<file path="src/rtl/hist_frame_ctrl.sv">
// Frame sequencer for the histogram-equalisation pipeline: pixel framing, sink gating and LOAD/DRAIN/CLEAR sweeps.
// Optional macro HIST_FRAME_SKIP_EN: recompute the LUT only once every UPD_PERIOD frames.
module hist_frame_ctrl #(
  parameter int W          = 960,
  parameter int H          = 540,
  parameter int BINS       = 256,
  parameter int CDF_LAT    = 4,
  parameter int UPD_PERIOD = 4
) (
  input  logic        clk,
  input  logic        rst,
  input  logic        sink_valid,
  output logic        sink_ready,
  input  logic        source_ready,
  output logic        pix_accept,
  output logic        sink_sop,
  output logic        sink_eop,
  output logic        data_load,
  output logic [7:0]  data_load_addr,
  output logic        clean,
  output logic        busy,
  output logic        frame_done,
  output logic [15:0] frame_cnt
);

  typedef enum logic [1:0] {COLLECT, LOAD, DRAIN, CLEAR} state_t;

  localparam int AW = (BINS > 1) ? $clog2(BINS) : 1;
  localparam int CW = (W > 1) ? $clog2(W) : 1;
  localparam int RW = (H > 1) ? $clog2(H) : 1;

  localparam logic [AW-1:0] LAST_BIN   = AW'(BINS - 1);
  localparam logic [AW-1:0] LAST_DRAIN = AW'(CDF_LAT - 1);
  localparam logic [CW-1:0] LAST_COL   = CW'(W - 1);
  localparam logic [RW-1:0] LAST_ROW   = RW'(H - 1);

  if (BINS < 2 || BINS > 256 || CDF_LAT < 1 || CDF_LAT > BINS || UPD_PERIOD < 1) begin : g_bad_param
    $error("hist_frame_ctrl: illegal parameter combination");
  end

  state_t        state, state_d;
  logic [AW-1:0] sweep, sweep_d;
  logic [CW-1:0] col;
  logic [RW-1:0] row;
  logic          take_load;
  logic          frame_end;
  logic          from_reset;

  // Sink handshake and frame markers are purely combinational on the position counters.
  always_comb begin
    sink_ready = source_ready & (state == COLLECT);
    pix_accept = sink_valid & sink_ready;
    sink_sop   = pix_accept & (col == '0) & (row == '0);
    sink_eop   = pix_accept & (col == LAST_COL) & (row == LAST_ROW);
    busy       = (state != COLLECT);
  end

  // NOTE: every flop resets asynchronously and is written with <= so all state updates see pre-edge values.
  always_ff @(posedge clk or negedge rst) begin
    if (!rst) begin
      col <= '0;
      row <= '0;
    end else if (pix_accept) begin
      if (col == LAST_COL) begin
        col <= '0;
        row <= (row == LAST_ROW) ? '0 : row + 1'b1;
      end else begin
        col <= col + 1'b1;
      end
    end
  end

`ifdef HIST_FRAME_SKIP_EN
  localparam int SKW = (UPD_PERIOD > 1) ? $clog2(UPD_PERIOD) : 1;
  localparam logic [SKW-1:0] LAST_SKIP = SKW'(UPD_PERIOD - 1);
  logic [SKW-1:0] skip_cnt;

  always_ff @(posedge clk or negedge rst) begin
    if (!rst)          skip_cnt <= '0;
    else if (sink_eop) skip_cnt <= (skip_cnt == LAST_SKIP) ? '0 : skip_cnt + 1'b1;
  end

  assign take_load = (skip_cnt == '0);
`else
  assign take_load = 1'b1;
`endif

  // A CLEAR sweep only advances once clean is actually on the bus, which
  // gives the reset-entered CLEAR its one idle lead-in cycle.
  assign frame_end = (state == CLEAR) & clean & (sweep == LAST_BIN);

  // NOTE: defaults first so no path through the case leaves a target unassigned (no latches).
  always_comb begin
    state_d = state;
    sweep_d = sweep;
    unique case (state)
      COLLECT: begin
        if (sink_eop) begin
          sweep_d = '0;
          state_d = take_load ? LOAD : CLEAR;
        end
      end
      LOAD: begin
        if (sweep == LAST_BIN) begin
          state_d = DRAIN;
          sweep_d = '0;
        end else begin
          sweep_d = sweep + 1'b1;
        end
      end
      DRAIN: begin
        if (sweep == LAST_DRAIN) begin
          state_d = CLEAR;
          sweep_d = '0;
        end else begin
          sweep_d = sweep + 1'b1;
        end
      end
      CLEAR: begin
        if (frame_end) begin
          state_d = COLLECT;
          sweep_d = '0;
        end else if (clean) begin
          sweep_d = sweep + 1'b1;
        end
      end
      default: begin
        state_d = CLEAR;
        sweep_d = '0;
      end
    endcase
  end

  always_ff @(posedge clk or negedge rst) begin
    if (!rst) begin
      state          <= CLEAR;
      sweep          <= '0;
      data_load      <= 1'b0;
      clean          <= 1'b0;
      data_load_addr <= '0;
      frame_done     <= 1'b0;
      frame_cnt      <= '0;
      from_reset     <= 1'b1;
    end else begin
      state          <= state_d;
      sweep          <= sweep_d;
      data_load      <= (state_d == LOAD);
      clean          <= (state_d == CLEAR);
      data_load_addr <= (state_d == LOAD || state_d == CLEAR) ? 8'(sweep_d) : 8'd0;
      frame_done     <= frame_end & ~from_reset;
      if (frame_end) begin
        from_reset <= 1'b0;
        if (!from_reset) frame_cnt <= frame_cnt + 16'd1;
      end
    end
  end

endmodule

</file>
<file path="config.mk">
export PLATFORM = sky130hd
export DESIGN_NAME = hist_frame_ctrl
export DESIGN_NICKNAME = d
export VERILOG_FILES = /design/src/rtl/hist_frame_ctrl.sv
export SDC_FILE = /design/constraint.sdc
export NUM_CORES = 1
export LEC_CHECK = 0
export ABC_AREA = 0
export CAP_MARGIN = 20
export CORE_ASPECT_RATIO = 0.6
export CORE_MARGIN = 2
export CORE_UTILIZATION = 50
export DETAILED_ROUTE_END_ITERATION = 16
export GPL_TIMING_DRIVEN = 0
export PLACE_DENSITY = 0.73
export REMOVE_ABC_BUFFERS = 1
export SYNTH_ARGS = -nofsm -noshare
export SYNTH_HDL_FRONTEND = slang
export SYNTH_SLANG_ARGS = --single-unit
</file>
<file path="constraint.sdc">
create_clock -name clk -period 2.4 [get_ports clk]
set_input_delay 0.48 -clock clk [delete_from_list [all_inputs] [get_ports clk]]
set_output_delay 0.48 -clock clk [all_outputs]
set_load 0.02 [all_outputs]
</file>
==> results of run 1 <==
cell usage in the layout (no fill, tap or decap), types with 3 or more instances in the layout:
cell	netlist	routed
nor2_1	22	21
clkdlybuf4s50_1	0	30
mux2_2	5	5
a31oi_1	3	3
dfrtp_1	55	54
nand3_1	16	15
clkbuf_8	0	12
nor4_4	0	5
nand2_1	41	41
xor2_1	4	4
dfstp_2	3	3
o31ai_1	3	3
buf_4	0	17
ha_1	6	4
mux2i_1	3	3
xnor2_1	19	19
and3_1	16	16
a21oi_1	5	4
nand4_1	9	9
o21ai_0	20	20
inv_1	11	10
metal layers:
metal / part of all wire / up-vias / track usage
li1: - / 1166 / -
met2: 0.40 / 116 / 0.2952
met3: 0.083 / 10 / 0.09396
met4: 0.010 / 0 / 0.05333
met1: 0.50 / 1124 / 0.3587
met5: 0 / - / 0
path summary, 6_finish.rpt:
path | depth (start not counted) | start | slack (ns) | to
max | 6 | sweep[1] | 0.04 | data_load_addr[2]
min | 1 | rst | 0.09 | data_load_addr[3]
max reg2reg | 6 | sweep[1] | 0.04 | data_load_addr[2]
min reg2reg | 1 | frame_cnt[15] | 0.48 | frame_cnt[15]
max in group asynchronous | 2 | rst | 1.68 | from_reset
min in group clk | 1 | frame_cnt[15] | 0.48 | frame_cnt[15]
cells in the mapped netlist, types with 5 or more instances:
cell / instances / share of area
dfrtp_1: 55 / 0.47
nand2_1: 41 / 0.053
nor2_1: 22 / 0.028
o21ai_0: 20 / 0.034
xnor2_1: 19 / 0.057
and3_1: 16 / 0.034
nand3_1: 16 / 0.028
inv_1: 11 / 0.014
nand4_1: 9 / 0.019
clkbuf_1: 7 / 0.0091
ha_1: 6 / 0.026
a21oi_1: 5 / 0.0086
mux2_2: 5 / 0.019
nor4_1: 5 / 0.011
cell type report:
| type | count | share of cell area |
|---|---|---|
| Clock inverter | 4 | 0.01894 |
| Timing Repair Buffer | 52 | 0.1251 |
| Inverter | 11 | 0.01143 |
| Tap cell | 80 | 0.02613 |
| Clock buffer | 12 | 0.04311 |
| Sequential cell | 58 | 0.3801 |
| Multi-Input combinational cell | 215 | 0.3952 |
logic make-up after synthesis:
group           synth area share
flops                     0.5013
mux                      0.02974
buf+inv                  0.02845
simple gates              0.2349
xor+xnor                 0.06940
compound gates            0.1103
fa+ha+maj                0.02586
power breakdown:
part | switching (W) | total, W | internal [W]
sequential | 0.0000533 | 0.00107 | 0.00102
combinational | 0.0000796 | 0.000142 | 0.0000620
clock | 0.000388 | 0.00106 | 0.000667
total | 0.000521 | 0.00227 | 0.00175
sequential cells by signal, indices dropped and copies added, names as in the netlist, 2 cells and up:
name            cells
row                10
sweep               8
col                10
data_load_addr      8
state               2
frame_cnt          16
per-stage QoR:
step / setup WS, ns / total power (W)
final: 0.04122 / 0.002266
after global placement: -1.988 / 0.001201
after CTS: -0.009973 / 0.002285
after global routing: -0.01289 / 0.002361
after detailed placement: -1.046 / 0.001209
after floorplan: -0.4342 / 0.001149
repair_timing:
item	in CTS	in global routing
gates resized for setup	30	11
pin swaps	3	8
setup endpoints to repair	22	24
gates cloned	0	0
buffers inserted	8	7
hold buffers	0	0
==> metrics.yaml, run 1 <==
yosys:
  syn_area_sq_um: 2903
  synth_edf_count: 0
  yosysUniqueCellTypes: 51
  synthCells: 294
  yosysWarnings: 0
  synthArstFlopShare: 1.000
  ys_ff_latch: 58
  syn_avg_cell_area_sq_um: 9.873
  ys.flop_type: "dfrtp_1"
  yosysSeqAreaShare: 0.5013
layout:
  n_antenna_cell: 0
  syn2layout_area_growth_pct: 31.98
  multiInputGateArea_sq_um: 1514
  final_util: 0.6846
  fin_area_sq_um: 3831
  seqCellArea_sq_um: 1456
  final-instance-count-excl-fill: 432
  drive_above_1_share: 0.1989
  n_fill_cell: 423
  nets: 357
place:
  gp_congestion: 0.9269
  portBuffers: 35
  postPlaceCellArea_sq_um: 3341
  hpwlAfterDp_mm: 4.536
  placedCellCount: 401
timing:
  min_period_ns: 2.359
  final.setup.tns_ns: 0
  worst_pin_slew_ns: 0.5446
  hold_ws_ns: 0.09331
  relSlewSlack: 0.6364
  final.setup_skew_ns: 0.007698
  fin_crit_sh: 0.9828
  max_freq_mhz: 423.9
  finalSetupViolations: 0
  hold_violations: 0
  finalMaxSlewViolations: 0
  rsz0062_at_grt: "yes"
power_and_ir_drop:
  p_per_area_nw_per_um2: 591.5
  ir_worst_vdd_v: 0.0003116
  p_leak_nw: 1.725
floorplan:
  die_h_um: 63.02
  dieArea_sq_um: 6451
  die-width_um: 102.4
  start_util: 0.5187
  rows: 21
  core_area_sq_um: 5597
  io_pins: 36
route:
  wire_per_inst_um: 15.66
  via_count: 2416
  initialDrtViolationCount: 229
  drc: 0
  vias_per_cell: 5.593
  totalWireLength_mm: 6.766
  drtPass1Iterations: 5
  final_antenna_net_count: 0
clock_tree:
  cts_buffers: 9
  root_buffer: "clkbuf_8"
  clk_pin_slew_ns: 0.07
  cts_tree: "yes"
  cts.sinks: 58
  h-tree-depth: 3
  cts_buffer_depth: 2
  clock_latency_ns: 0.35
grt:
  grt_pass1_wl_mm: 11.25
  grt_pass1_vias: 2205
  gr-total-overflow: 0
  grt_start_max_net_pins: 38
  track_usage: 0.2306
  antenna_found_initial: 0
worst_setup_path:
  end_kind: "flip-flop"
  crit_fanout: 5
  critPathTopFamily: "simple AND/OR/NAND/NOR gates"
  slowest_delay_ns: 0.51
  worstPathArrival_ns: 2.62
  crit_buf_inv: 0
  critical_path_class: "reg -> reg"
  cp_cell_sequence: "ha_4, or4b_4, or4_4, a32o_2, or2_4, nor3_4"
  crit_slowest_cell: "or4_4"
  critPathRequiredTime_ns: 2.66
  startpoint_type: "flip-flop"
job:
  maxCapViolations: 0
outcome:
  status: "completed"
hold_path:
  holdCritPathClass: "in -> async"
Power figures use the tool's default switching activity.
==> run 2, diff against run 1 <==
--- a/config.mk
+++ b/config.mk
@@ -5,14 +5,14 @@
 export SDC_FILE = /design/constraint.sdc
 export NUM_CORES = 1
 export LEC_CHECK = 0
-export ABC_AREA = 0
+export ABC_AREA = 1
 export CAP_MARGIN = 20
 export CORE_ASPECT_RATIO = 0.6
 export CORE_MARGIN = 2
 export CORE_UTILIZATION = 50
 export DETAILED_ROUTE_END_ITERATION = 16
 export GPL_TIMING_DRIVEN = 0
-export PLACE_DENSITY = 0.73
+export PLACE_DENSITY = 0.72
 export REMOVE_ABC_BUFFERS = 1
 export SYNTH_ARGS = -nofsm -noshare
 export SYNTH_HDL_FRONTEND = slang
==> metrics.yaml, run 2 <==
route:
  initialDrtViolationCount: 349
  vias_per_cell: 5.217
  drc: 0
  wire_per_inst_um: 13.72
  totalWireLength_mm: 7.958
  drtPass1Iterations: 5
  final_antenna_net_count: 0
  via_count: 3026
clock_tree:
  cts.sinks: 58
  cts_buffers: 9
  clk_pin_slew_ns: 0.06
  h-tree-depth: 3
  cts_tree: "yes"
  cts_hold_buf: 0
  cts_buffer_depth: 2
  clock_latency_ns: 0.34
  root_buffer: "clkbuf_8"
yosys:
  synth_top_cell_area_share: 0.4092
  synthArstFlopShare: 1.000
  synth_top_cell_by_area: "dfrtp_1"
  syn_area_sq_um: 3363
  yosysUniqueCellTypes: 36
  synthCells: 442
  synth_common_cells: "nand2_1, dfrtp_1, inv_1"
  ys.flop_type: "dfrtp_1"
  yosysSeqAreaShare: 0.4327
  synthTopCellsByArea: "dfrtp_1, nand2_1, nand3_1"
  yosysWarnings: 0
  syn_avg_cell_area_sq_um: 7.609
  yosysMostFrequentCell: "nand2_1"
  synth_edf_count: 0
  ys_ff_latch: 58
layout:
  n_antenna_cell: 0
  seqCellArea_sq_um: 1456
  multiInputGateArea_sq_um: 1678
  reg_top3: "frame_cnt (16), col (10), row (10)"
  largest_reg_flops: 16
  syn2layout_area_growth_pct: 20.50
  drive_above_1_share: 0.1116
  nets: 499
  final_common_cell: "nand2_1"
  top_register: "frame_cnt"
  n_fill_cell: 629
  final_cell_mix: "nand2_1, inv_1, dfrtp_1"
job:
  maxCapViolations: 0
power_and_ir_drop:
  p_seq_frac: 0.518
  power_frac_comb: 0.076
  clockPowerShare: 0.406
  p_leak_nw: 1.986
  p_per_area_nw_per_um2: 515.2
  ir_worst_vdd_v: 0.0003363
  swShare: 0.2535
  power.switching_w: 0.0005292
  internal-power_w: 0.001559
grt:
  grt_start_max_net_pins: 40
  gr-total-overflow: 0
  antenna_found_initial: 0
  grt_pass1_vias: 2637
  grt_pass1_wl_mm: 13.17
  track_usage: 0.2374
worst_setup_path:
  r2r_setup_slack_ns: 0.32
  end_kind: "primary output"
  startpoint_type: "primary input"
  critical_path_class: "in -> out"
  critPathRequiredTime_ns: 1.92
  worstPathArrival_ns: 1.85
  crit_fanout: 6
floorplan:
  core_area_sq_um: 6590
  start_util: 0.5103
  rows: 23
  die-width_um: 109.9
  io_pins: 36
  dieArea_sq_um: 7420
  die_h_um: 67.53
timing:
  finalSetupViolations: 0
  fin_crit_sh: 0.9714
  final.setup_skew_ns: 0.01006
  hold_ws_ns: 0.08619
  finalMaxSlewViolations: 0
  fin_ws_ns: 0.06853
  min_period_ns: 2.331
  max_freq_mhz: 428.9
  rsz0062_at_grt: "no"
  relSlewSlack: 0.5541
  worst_pin_slew_ns: 0.6663
  hold_violations: 0
place:
  portBuffers: 35
  pre_cts_slack_ns: -0.4149
  gp_congestion: 0.9750
  hpwlAfterDp_mm: 5.784
outcome:
  status: "completed"
hold_path:
  holdCritPathClass: "in -> async"
run 2: cell types whose count changed after synthesis, sizes merged, moves of 12 or more:
cell,change
xnor2,-12
nand2,+79
nor2,+29
nand3,+34
and3,-16
inv,+46
run 2: final cells by class:
| cell class | instances | share of cell area |
|---|---|---|
| multi-input combinational | 321 | 0.4140 |
| sequential | 58 | 0.3594 |
| clock buffer | 13 | 0.04415 |
| clock inverter | 2 | 0.002470 |
| timing repair buffer | 42 | 0.09972 |
| tap | 87 | 0.02686 |
| inverter | 57 | 0.05341 |
run 2: cell families after synthesis:
family,count (synthesis),synth area share
XOR/XNOR,18,0.04687
flip-flops,58,0.4327
AND/OR/NAND/NOR,254,0.3545
buffers and inverters,63,0.07552
AO/OA/AOI/OAI,43,0.06808
adder cells (fa/ha/maj),6,0.02232
run 2: what timing repair did:
item,CTS,global route
resized for setup,11,6
buffers inserted,1,5
setup endpoints to repair,3,2
pin swaps,2,3
run 2: critical path: stages:
cell and delay, ns:
clkdlybuf4s50_1 0.54, nand3_4 0.14, nor2_4 0.20, nand3_4 0.12, inv_1 0.11, clkdlybuf4s15_2 0.26
run 2: power groups by stage:
stage / clock network (W) / logic (W) / registers [W]
6_report: 0.000847 / 0.000159 / 0.00108
3_3_place_gp: 0 / 0.000146 / 0.00110
5_1_grt: 0.000918 / 0.000185 / 0.00109
4_1_cts: 0.000875 / 0.000156 / 0.00108
2_1_floorplan: 0 / 0.000103 / 0.00108
3_5_place_dp: 0 / 0.000156 / 0.00110
run 2: per-layer routing:
metal / global-route usage / wire length (um) / share of wire / vias up
li1: - / - / - / 1531
met1: 0.3653 / 4135 / 0.52 / 1390
met2: 0.3090 / 3163 / 0.40 / 97
met3: 0.06660 / 573 / 0.072 / 8
met4: 0.08861 / 85 / 0.011 / 0
met5: 0 / 0 / 0 / -
run 2: path summary, 6_finish.rpt:
kind | depth (start not counted) | end | startpoint
hold / removal | 1 | col[2] | rst
min in group clk | 2 | from_reset | from_reset
setup reg to reg | 8 | row[6] | col[0]
max in group asynchronous | 2 | from_reset | rst
setup / recovery | 6 | sink_eop | sink_valid
hold reg to reg | 2 | from_reset | from_reset
run 2: metrics by stage:
step	cell area [sq um]	total power, W	util	cells	TNS [ns]
5_1_grt	4053	0.002196	0.6150	580	0
2_1_floorplan	3323	0.001186	-	436	0
3_3_place_gp	3782	0.001243	0.5740	558	-59.34
3_5_place_dp	3797	0.001256	0.5762	559	-0.8559
4_1_cts	4004	0.002113	0.6076	575	0
6_report	4053	0.002088	0.6150	580	0
